$ cat src/rtl/tabela_precos_pkg.sv
// Shared constants for the price table: default widths, saturation ceiling
// and the reserved "no product" code.
package tabela_precos_pkg;

  localparam int unsigned PRECO_W_DEF   = 9;
  localparam int unsigned PRECO_MAX_DEF = 500;
  localparam int unsigned PROD_NENHUM   = 0;

endpackage

$ cat src/rtl/satura_preco.sv
// Combinational price clip: values above PRECO_MAX are clamped to it and flagged.
module satura_preco
  import tabela_precos_pkg::*;
#(
  parameter int unsigned PRECO_W   = PRECO_W_DEF,
  parameter int unsigned PRECO_MAX = PRECO_MAX_DEF
) (
  input  logic [PRECO_W-1:0] raw,
  output logic [PRECO_W-1:0] clipped,
  output logic               sat
);

  localparam logic [PRECO_W-1:0] TETO = PRECO_W'(PRECO_MAX);

  assign sat     = raw > TETO;
  assign clipped = sat ? TETO : raw;

endmodule

$ cat src/rtl/tabela_precos.sv
// Programmable product price table: saturating writes, one-cycle registered
// lookups with write-first forwarding.
module tabela_precos
  import tabela_precos_pkg::*;
#(
  parameter int unsigned N_PROD    = 3,
  parameter int unsigned PRECO_W   = PRECO_W_DEF,
  parameter int unsigned PRECO_MAX = PRECO_MAX_DEF,
  localparam int unsigned ADDR_W   = $clog2(N_PROD + 1)
) (
  input  logic               clk,
  input  logic               rst_n,
  input  logic               wr_en,
  input  logic [ADDR_W-1:0]  wr_prod,
  input  logic [PRECO_W-1:0] wr_preco,
  output logic               wr_sat,
  output logic               wr_err,
  input  logic               req,
  input  logic [ADDR_W-1:0]  prod,
  output logic               valid,
  output logic [PRECO_W-1:0] preco_fil,
  output logic               prod_err
);

  if (N_PROD < 1 || N_PROD > 15) begin : g_bad_n_prod
    $error("tabela_precos: N_PROD must be in 1..15");
  end
  if ((PRECO_MAX >> PRECO_W) != 0) begin : g_bad_preco_max
    $error("tabela_precos: PRECO_MAX does not fit in PRECO_W bits");
  end

  logic [PRECO_W-1:0] clipped;
  logic               sat;

  satura_preco #(
    .PRECO_W   (PRECO_W),
    .PRECO_MAX (PRECO_MAX)
  ) u_satura (
    .raw     (wr_preco),
    .clipped (clipped),
    .sat     (sat)
  );

  // Entry i holds product code i+1; code 0 has no storage.
  logic [PRECO_W-1:0] tab_q [N_PROD];
  logic [N_PROD-1:0]  wr_hit;
  logic [N_PROD-1:0]  rd_hit;
  logic               wr_ok;
  logic               fwd;
  logic [PRECO_W-1:0] rd_val;

  always_comb begin
    wr_hit = '0;
    rd_hit = '0;
    for (int unsigned i = 0; i < N_PROD; i++) begin
      wr_hit[i] = (wr_prod == ADDR_W'(i + 1));
      rd_hit[i] = (prod == ADDR_W'(i + 1));
    end
  end

  assign wr_ok = wr_en & (|wr_hit);
  assign fwd   = wr_ok & (wr_prod == prod);

  always_comb begin
    rd_val = '0;
    for (int unsigned i = 0; i < N_PROD; i++) begin
      if (rd_hit[i]) rd_val = tab_q[i];
    end
    // Same-cycle write to the looked-up code wins over the stored value.
    if (fwd) rd_val = clipped;
  end

  always_ff @(posedge clk or negedge rst_n) begin
    if (!rst_n) begin
      for (int unsigned i = 0; i < N_PROD; i++) tab_q[i] <= '0;
    end else begin
      for (int unsigned i = 0; i < N_PROD; i++) begin
        if (wr_ok && wr_hit[i]) tab_q[i] <= clipped;
      end
    end
  end

  logic               valid_q, valid_d;
  logic [PRECO_W-1:0] fil_q, fil_d;
  logic               perr_q, perr_d;
  logic               sat_q, sat_d;
  logic               err_q, err_d;

  always_comb begin
    valid_d = req;
    fil_d   = fil_q;
    perr_d  = perr_q;
    if (req) begin
      fil_d  = rd_val;
      perr_d = (prod != ADDR_W'(PROD_NENHUM)) && !(|rd_hit);
    end
    sat_d = wr_ok & sat;
    err_d = wr_en & ~wr_ok;
  end

  always_ff @(posedge clk or negedge rst_n) begin
    if (!rst_n) begin
      valid_q <= 1'b0;
      fil_q   <= '0;
      perr_q  <= 1'b0;
      sat_q   <= 1'b0;
      err_q   <= 1'b0;
    end else begin
      valid_q <= valid_d;
      fil_q   <= fil_d;
      perr_q  <= perr_d;
      sat_q   <= sat_d;
      err_q   <= err_d;
    end
  end

  assign valid     = valid_q;
  assign preco_fil = fil_q;
  assign prod_err  = perr_q;
  assign wr_sat    = sat_q;
  assign wr_err    = err_q;

endmodule

$ cat config.mk
export PLATFORM = sky130hd
export DESIGN_NAME = tabela_precos
export DESIGN_NICKNAME = d
export VERILOG_FILES = /design/src/rtl/tabela_precos_pkg.sv /design/src/rtl/satura_preco.sv /design/src/rtl/tabela_precos.sv
export SDC_FILE = /design/constraint.sdc
export NUM_CORES = 1
export LEC_CHECK = 0
export CAP_MARGIN = 20
export CORE_MARGIN = 3
export CORE_UTILIZATION = 56
export DETAILED_ROUTE_END_ITERATION = 12
export GPL_TIMING_DRIVEN = 0
export PLACE_DENSITY = 0.91
export SLEW_MARGIN = 15
export SYNTH_ARGS = -nofsm -noshare
export SYNTH_HDL_FRONTEND = slang
export SYNTH_SLANG_ARGS = --single-unit
$ cat constraint.sdc
create_clock -name clk -period 2.15 [get_ports clk]
set_clock_uncertainty 0.15 [all_clocks]
set_input_delay 0.43 -clock clk [delete_from_list [all_inputs] [get_ports clk]]
set_output_delay 0.43 -clock clk [all_outputs]
set_load 0.005 [all_outputs]
=== Word-level counts from Yosys, hierarchy flattened ===
Cells that the tools add are included.

* Bits in latches: 0
* Logic and storage cells: 34
* Memories kept: 0
* Bits in read-only memories: 0
* Flip-flop bits (word level): 40
* Output and inout port bits: 13
* Bits in writable memories: 0

* Shifts and indexed selects: 0
* Multipliers: 0
* Equality and inequality tests: 7
* Bitwise logic cells: 5
* Mux-type cells: 5
* Reductions and logical operators: 8
* $add $sub $neg: 0
* Magnitude comparators: 1
* Div/mod/pow operators: 0

{| class="wikitable"
|+ Operator list
! kind !! count
|-
| $mux W9 || 5
|-
| $gt A9 B9 Y1 const B || 1
|-
| $eq A2 B2 Y1 const B || 4
|-
| $reduce_or A3 Y1 || 2
|-
| $and A1 B1 Y1 || 4
|-
| $eq A2 B1 Y1 const B || 2
|-
| $logic_and A1 B1 Y1 || 4
|-
| $eq A2 B2 Y1 || 1
|-
| $reduce_bool A2 Y1 || 1
|-
| $logic_not A1 Y1 || 1
|-
| $not A1 Y1 || 1
|}

=== Longest topological paths before layout ===
Gate-level depths: netlist (run 1).

* Word-level depth: 5
* Depth in mapped cells: 5

=== Modules after synthesis ===
Synthesis (run 1) repeated with hierarchy kept, for this count alone.

* Cell total of the unflattened synthesis: 144
* Area total of the unflattened synthesis: 1901.8 µm²

{| class="wikitable"
|+ Modules (own cells, without submodules)
! module !! area an instance (µm²) !! cells each !! times used
|-
| tabela_precos || 1813.0 || 128 || 1
|-
| satura_preco || 88.8 || 16 || 1
|}

=== Least setup slack after synthesis (run 1) ===
No wires, ideal clock.

* Path type: input to register
* From: in prod[0]
* To: reg fil_q[4] (netlist: preco_fil[4])
* Stages: 5
* Setup slack: 0.481 ns
* Data required time: 1.874 ns
* Arrival time: 1.393 ns
* Path through: buf_2 mux2_2 a22oi_1 nor2_1 a221o_1

* Word-level cells in the longest chain between the ends: 5
* Elaborated cells between the ends (all ways): 9
* Classes of those cells: eq/ne (4); mux (4); bitwise (1)

{| class="wikitable"
|+ RTL lines
! element !! RTL line !! text
|-
| from (decl) || tabela_precos.sv:19 || <nowiki>input logic [ADDR_W-1:0] prod,</nowiki>
|-
| $eq A2 B1 Y1 || tabela_precos.sv:57 || <nowiki>rd_hit[i] = (prod == ADDR_W'(i + 1));</nowiki>
|-
| $mux W9 (3 in series) || tabela_precos.sv:67 || <nowiki>if (rd_hit[i]) rd_val = tab_q[i];</nowiki>
|-
| $mux W9 (*) || tabela_precos.sv:70 || <nowiki>if (fwd) rd_val = clipped;</nowiki>
|-
| to (signal assigned) || tabela_precos.sv:110 || <nowiki>fil_q <= fil_d;</nowiki>
|-
| to (decl) || tabela_precos.sv:84 || <nowiki>logic [PRECO_W-1:0] fil_q, fil_d;</nowiki>
|}

Every way passes the cells marked *; elsewhere a longest branch is shown, timed or not.
A chain may end at the register's enable or synchronous reset.

=== Worst setup path in the final report (run 1) ===
* From: in prod[0]
* To: reg fil_q[8] (netlist: preco_fil[8])

The elaborated chain is that of the path after synthesis.

==> flow_summary.toml, run 1 <==
[yosys]
synth-warning-count = 0
synthArstFlopShare_pct = 100
synth_area_leader_cell = "dfrtp_1"
ys_seq_elements = 40
synth_edf_count = 0
yosysSeqAreaShare_pct = 57.0
postSynthCellCount = 149
yosys.cell_count.top_type = "dfrtp_1"
syn_area_mm2 = 0.00176
syn_area_per_cell_um2 = 11.8
synth_top_area_share_pct = 57.0
synth_common_cells = "dfrtp_1 (40), mux2_2 (22), nand2_1 (16)"
synth_ff_type = "dfrtp_1"
syn_nets = 166
synthTopCellsByArea = "dfrtp_1 (57%), mux2_2 (14%), o21ai_0 (3.7%)"
synth_cell_types = 28

[grt]
grt_max_degree = 22
grt_usage_pct = 24.4
grt_pass1_wl_um = 6630
antenna_found_initial = 0
grt_pass1_vias = 1431
grt_overflow = 0

[power_and_ir_drop]
p_int_mw = 1.20
clkPwrFrac_pct = 21.2
switching_share_pct = 27.2
max-vdd-ir-drop_mv = 0.605
powerDensity_mw_per_mm2 = 754
power_mw = 1.64
leakage_nw = 0.936
combPwrFrac_pct = 21.8
switchingPower_uw = 446
p_seq_share_pct = 57.0

[critical_path]
reg2reg_depth = 4
cp.arrival_ns = 2.20
worstPathMaxFanout = 10
cp.required_ns = 2.24
r2r_setup_slack_ns = 0.66
worstPathCellList = "clkdlybuf4s50_1 -> clkbuf_4 -> mux2_2 -> a22oi_1 -> nor2_1 -> a221o_1"
max_stage_delay_ns = 0.59
rr_endpoint = "preco_fil[7]"
crit_slowest_cell = "clkdlybuf4s50_1"
regToRegStartpoint = "tab_q[16]"
crit_family = "buffers and inverters"
cp-end-kind = "flop"
path_class = "in -> reg"
critPathLaunchType = "input port"
worst-path-buf-inv = 2

[min_path]
min_to = "tab_q[11]"
whs_path_depth = 2
hp-start = "tab_q[11]"
worstHoldPathType = "reg -> reg"

[floorplanning]
die-area_mm2 = 0.00384
fp.coreArea_mm2 = 0.00288
die_h_um = 62.0
die_x_um = 62.0
rows = 19
io_pins = 30
start_util_pct = 61.0

[layout]
layout.nets = 204
antenna_cells = 0
seq_area_mm2 = 0.00100
syn2layout_area_growth_pct = 24.2
num-fill-cells = 189
final_layout_size_suffix_gt1_share_pct = 18.7
multi_input_area_um2 = 706

[drt]
first_pass_iters = 5
drtIter0Drc = 108
postRouteAntennaNets = 0
vias_per_cell = 5.93
routedWlPerCell_um = 17.9
vias = 1358
finalWirelength_um = 4100
drc = 0

[cts]
clock-sinks = 40
cts_tree = "done"
h-tree-depth = 2
clock_latency_ns = 0.35
clock_path_buffers = 2
clk_pin_slew_ns = 0.10
cts_buffers = 5
cts_root_buffer = "clkbuf_4"

[run_status]
status = "completed"

[place]
io_buffers = 29
gp_congestion = 0.810
hpwlAfterDp_um = 3050

[timing]
fin_crit_sh_pct = 97.9
worstMarginPinSlew_ns = 0.551
finalSetupTns_ns = 0
setup_viol = 0
max_freq_mhz = 475
slew_headroom_pct = 63.3
finalHoldViolations = 0
fin_hold_ws_ns = 0.349
slew_viol_final = 0
period_needed_ns = 2.10
rsz0062_at_grt = "no"

[run]
drv_cap = 0
-- through the flow --
stage | util, % | worst slack [ns] | instances | area (um^2)
finish | 75.8 | 0.0454 | 229 | 2180
global route | 75.8 | 0.0106 | 229 | 2180
global placement | 72.9 | -0.325 | 220 | 2100
detailed placement | 73.7 | -0.356 | 221 | 2120
CTS | 75.7 | 0.0120 | 229 | 2180
floorplan | - | 0.481 | 149 | 1760
-- tightest hold or removal path, cell delays in order, from the launching register on --
cell	delay [ns]
dfrtp_1	0.36
nand2_1	0.05
o21ai_0	0.06
-- sequential cells by signal (all words and copies together) (netlist names) --
| name | flops |
|---|---|
| tab_q | 27 |
| preco_fil | 9 |
| prod_err | 1 |
| valid | 1 |
| wr_err | 1 |
| wr_sat | 1 |
-- how the worst max path moves through the flow --
stage / from / to / slack (ns) / cells after the start
after floorplan: prod[0] / preco_fil[4] / 0.48 / 5
after global placement: rst_n / tab_q[12] / -0.33 / 1
after detailed placement: prod[0] / preco_fil[8] / -0.36 / 6
after CTS: prod[0] / preco_fil[8] / 0.01 / 6
after global routing: prod[0] / preco_fil[4] / 0.01 / 6
final: prod[0] / preco_fil[8] / 0.05 / 6
-- repair_timing --
item	4_1_cts	5_1_grt
gates resized for setup	0	1
buffers inserted	0	0
hold buffers	1	0
hold endpoints to repair	19	0
setup endpoints to repair	0	3
-- logic make-up after synthesis --
family,synth area share (%)
AOI/OAI and AO/OA,15.4
DFF,57.0
and+or+nand+nor,9.05
muxes,15.3
buffers and inverters,2.78
xor gates and xnor gates,0.499
-- layer usage --
layer | GRT usage, % | vias up | wire, um
met2 | 39.8 | 41 | 2110
met4 | 12.1 | 0 | 67
met5 | 0 | - | 0
met3 | 7.02 | 9 | 201
met1 | 29.5 | 678 | 1720
li1 | - | 630 | -
-- cell usage in the layout (no fill, tap or decap), types with 3 or more instances in the layout --
master	Yosys	layout
a21oi_1	6	6
a221o_1	5	5
a22oi_1	5	5
buf_2	3	3
clkbuf_1	4	5
clkbuf_4	0	6
clkdlybuf4s50_1	0	28
dfrtp_1	40	40
mux2_2	22	22
nand2_1	16	16
nand3_1	3	3
nor2_1	8	8
o21ai_0	13	13
o22ai_1	3	3
-- power by group through the flow --
stage	registers [mW]	clock network [mW]	logic, mW
global route	0.950	0.397	0.396
finish	0.937	0.349	0.358
global placement	0.938	0	0.332
floorplan	0.934	0	0.187
CTS	0.936	0.360	0.361
detailed placement	0.953	0	0.357
-- layout make-up --
class,instances,area share [%]
Sequential cell,40,45.9
Multi-Input combinational cell,99,32.4
Timing Repair Buffer,31,14.8
Tap cell,42,2.41
Buffer,8,2.01
Clock buffer,6,1.89
Inverter,2,0.344
Clock inverter,1,0.230
Note: power is estimated with default switching activity, not from simulation.
==> run 2, diff against run 1 <==
CORE_UTILIZATION = 58   (was 56)
CTS_BUF_LIST = sky130_fd_sc_hd__clkbuf_8   (was unset)
HOLD_SLACK_MARGIN = 0.1   (was unset)
PLACE_DENSITY = 0.93   (was 0.91)
==> run 2 against run 1 <==
Fmax hardly changed; via count is 2.4% higher; largest power group unchanged; sequential power hardly changed; largest cell class unchanged; critical endpoint unchanged.
==> flow_summary.toml, run 2 (synthesis results as in run 1) <==
[run_status]
status = "completed"

[grt]
grt_usage_pct = 25.9
grt_overflow = 0
grt_max_degree = 28
grt_pass1_wl_um = 6760
antenna_found_initial = 0
grt_pass1_vias = 1459

[drt]
vias_per_cell = 6.35
first_pass_iters = 5
postRouteAntennaNets = 0
drc = 0
vias = 1391
routedWlPerCell_um = 18.7
drtIter0Drc = 84
finalWirelength_um = 4090

[place]
io_buffers = 29
dpl_cell_area_mm2 = 0.00210
post-place-ws_ns = -0.334
hpwlAfterDp_um = 2900
gp_congestion = 0.793

[timing]
finalHoldViolations = 0
max_freq_mhz = 475
fin_hold_ws_ns = 0.337
fin_crit_sh_pct = 97.9
slew_viol_final = 0
setup_viol = 0
worstMarginPinSlew_ns = 0.555
period_needed_ns = 2.11
setup_slack_ns = 0.0446
rsz0062_at_grt = "yes"
slew_headroom_pct = 63.0

[critical_path]
cp.required_ns = 2.18
cp-end-kind = "flop"
cp.arrival_ns = 2.14
reg2reg_depth = 4
path_class = "in -> reg"
crit_slowest_cell = "clkdlybuf4s50_1"
r2r_setup_slack_ns = 0.73
regToRegStartpoint = "tab_q[16]"
worstPathMaxFanout = 9
critical_path.startpoint = "wr_prod[1]"
crit_end = "preco_fil[8]"
rr_endpoint = "preco_fil[7]"
worstPathCellList = "clkdlybuf4s50_1 -> nand4bb_1 -> o221ai_2 -> nor2_1 -> a221o_1"
max_stage_delay_ns = 0.51
critPathLaunchType = "input port"

[cts]
cts_tree = "done"
clk_pin_slew_ns = 0.08
cts_buffers = 5
cts_root_buffer = "clkbuf_8"
clock-sinks = 40
h-tree-depth = 2
clock_latency_ns = 0.30
clock_path_buffers = 2

[floorplanning]
start_util_pct = 62.1
fp.coreArea_mm2 = 0.00283
die_x_um = 61.0
die-area_mm2 = 0.00372
io_pins = 30
die_h_um = 61.0
rows = 19

[power_and_ir_drop]
leakage_nw = 0.945
powerDensity_mw_per_mm2 = 816
max-vdd-ir-drop_mv = 0.628

[layout]
final_layout_size_suffix_gt1_share_pct = 19.7
mostFrequentLayoutCell = "dfrtp_1"
fin_area_mm2 = 0.00220
antenna_cells = 0
layout.nets = 204
largest-register = "tab_q"
post-route-util_pct = 77.9
final_cell_mix = "dfrtp_1 (40), clkdlybuf4s50_1 (28), mux2_2 (22)"
largest_reg_flops = 27
syn2layout_area_growth_pct = 25.6

[run]
drv_cap = 0

[min_path]
worstHoldPathType = "reg -> reg"
-- run 2: what timing repair did --
action	in CTS	in global routing
pin swaps	0	0
endpoints found under the hold margin	13	0
hold buffers	1	0
setup endpoints to repair	2	1
resized for setup	1	0
setup buffers	0	0
-- run 2: worst max-delay path, delay by kind of cell --
family                 cells  cell delay [ns]
AO/OA/AOI/OAI              2             0.78
AND/OR/NAND/NOR            2             0.41
buffers and inverters      1             0.51
-- run 2: stage by stage --
step                      instances  total power [mW]  setup TNS, ns
after detailed placement        210              1.30          -2.53
after CTS                       219              1.81              0
after global placement          209              1.27         -14.65
after floorplan                 149              1.12              0
final                           219              1.80              0
after global routing            219              1.89        -0.0120
-- run 2: layout make-up --
cell class / count / area, um^2
Tap cell: 31 / 38.8
Clock inverter: 3 / 23.8
Fill cell: 174 / 624
Timing Repair Buffer: 31 / 315
Buffer: 8 / 43.8
Multi-Input combinational cell: 99 / 706
Sequential cell: 40 / 1000
Clock buffer: 5 / 68.8
Inverter: 2 / 7.51
-- run 2: power breakdown --
group          leakage, nW  internal [mW]  switching (mW)
Sequential           0.491          0.872          0.0650
Combinational        0.414          0.204           0.150
Clock               0.0404          0.230           0.279
-- run 2: per-layer routing --
metal | vias to the layer above | routed length, um | GRT usage (%)
li1 | 619 | - | -
met1 | 686 | 1550 | 29.1
met2 | 74 | 2140 | 42.4
met3 | 12 | 306 | 7.55
met4 | 0 | 98 | 18.0
met5 | - | 0 | 0
-- run 2: how the worst min path moves through the flow --
stage	start	end	slack, ns	cells after the start
final	tab_q[18]	tab_q[18]	0.34	2
after global routing	tab_q[21]	tab_q[21]	0.38	2
after CTS	tab_q[18]	tab_q[18]	0.34	2
after detailed placement	rst_n	preco_fil[4]	0.19	1
after global placement	tab_q[9]	tab_q[9]	0.31	2
after floorplan	rst_n	preco_fil[0]	-0.02	0
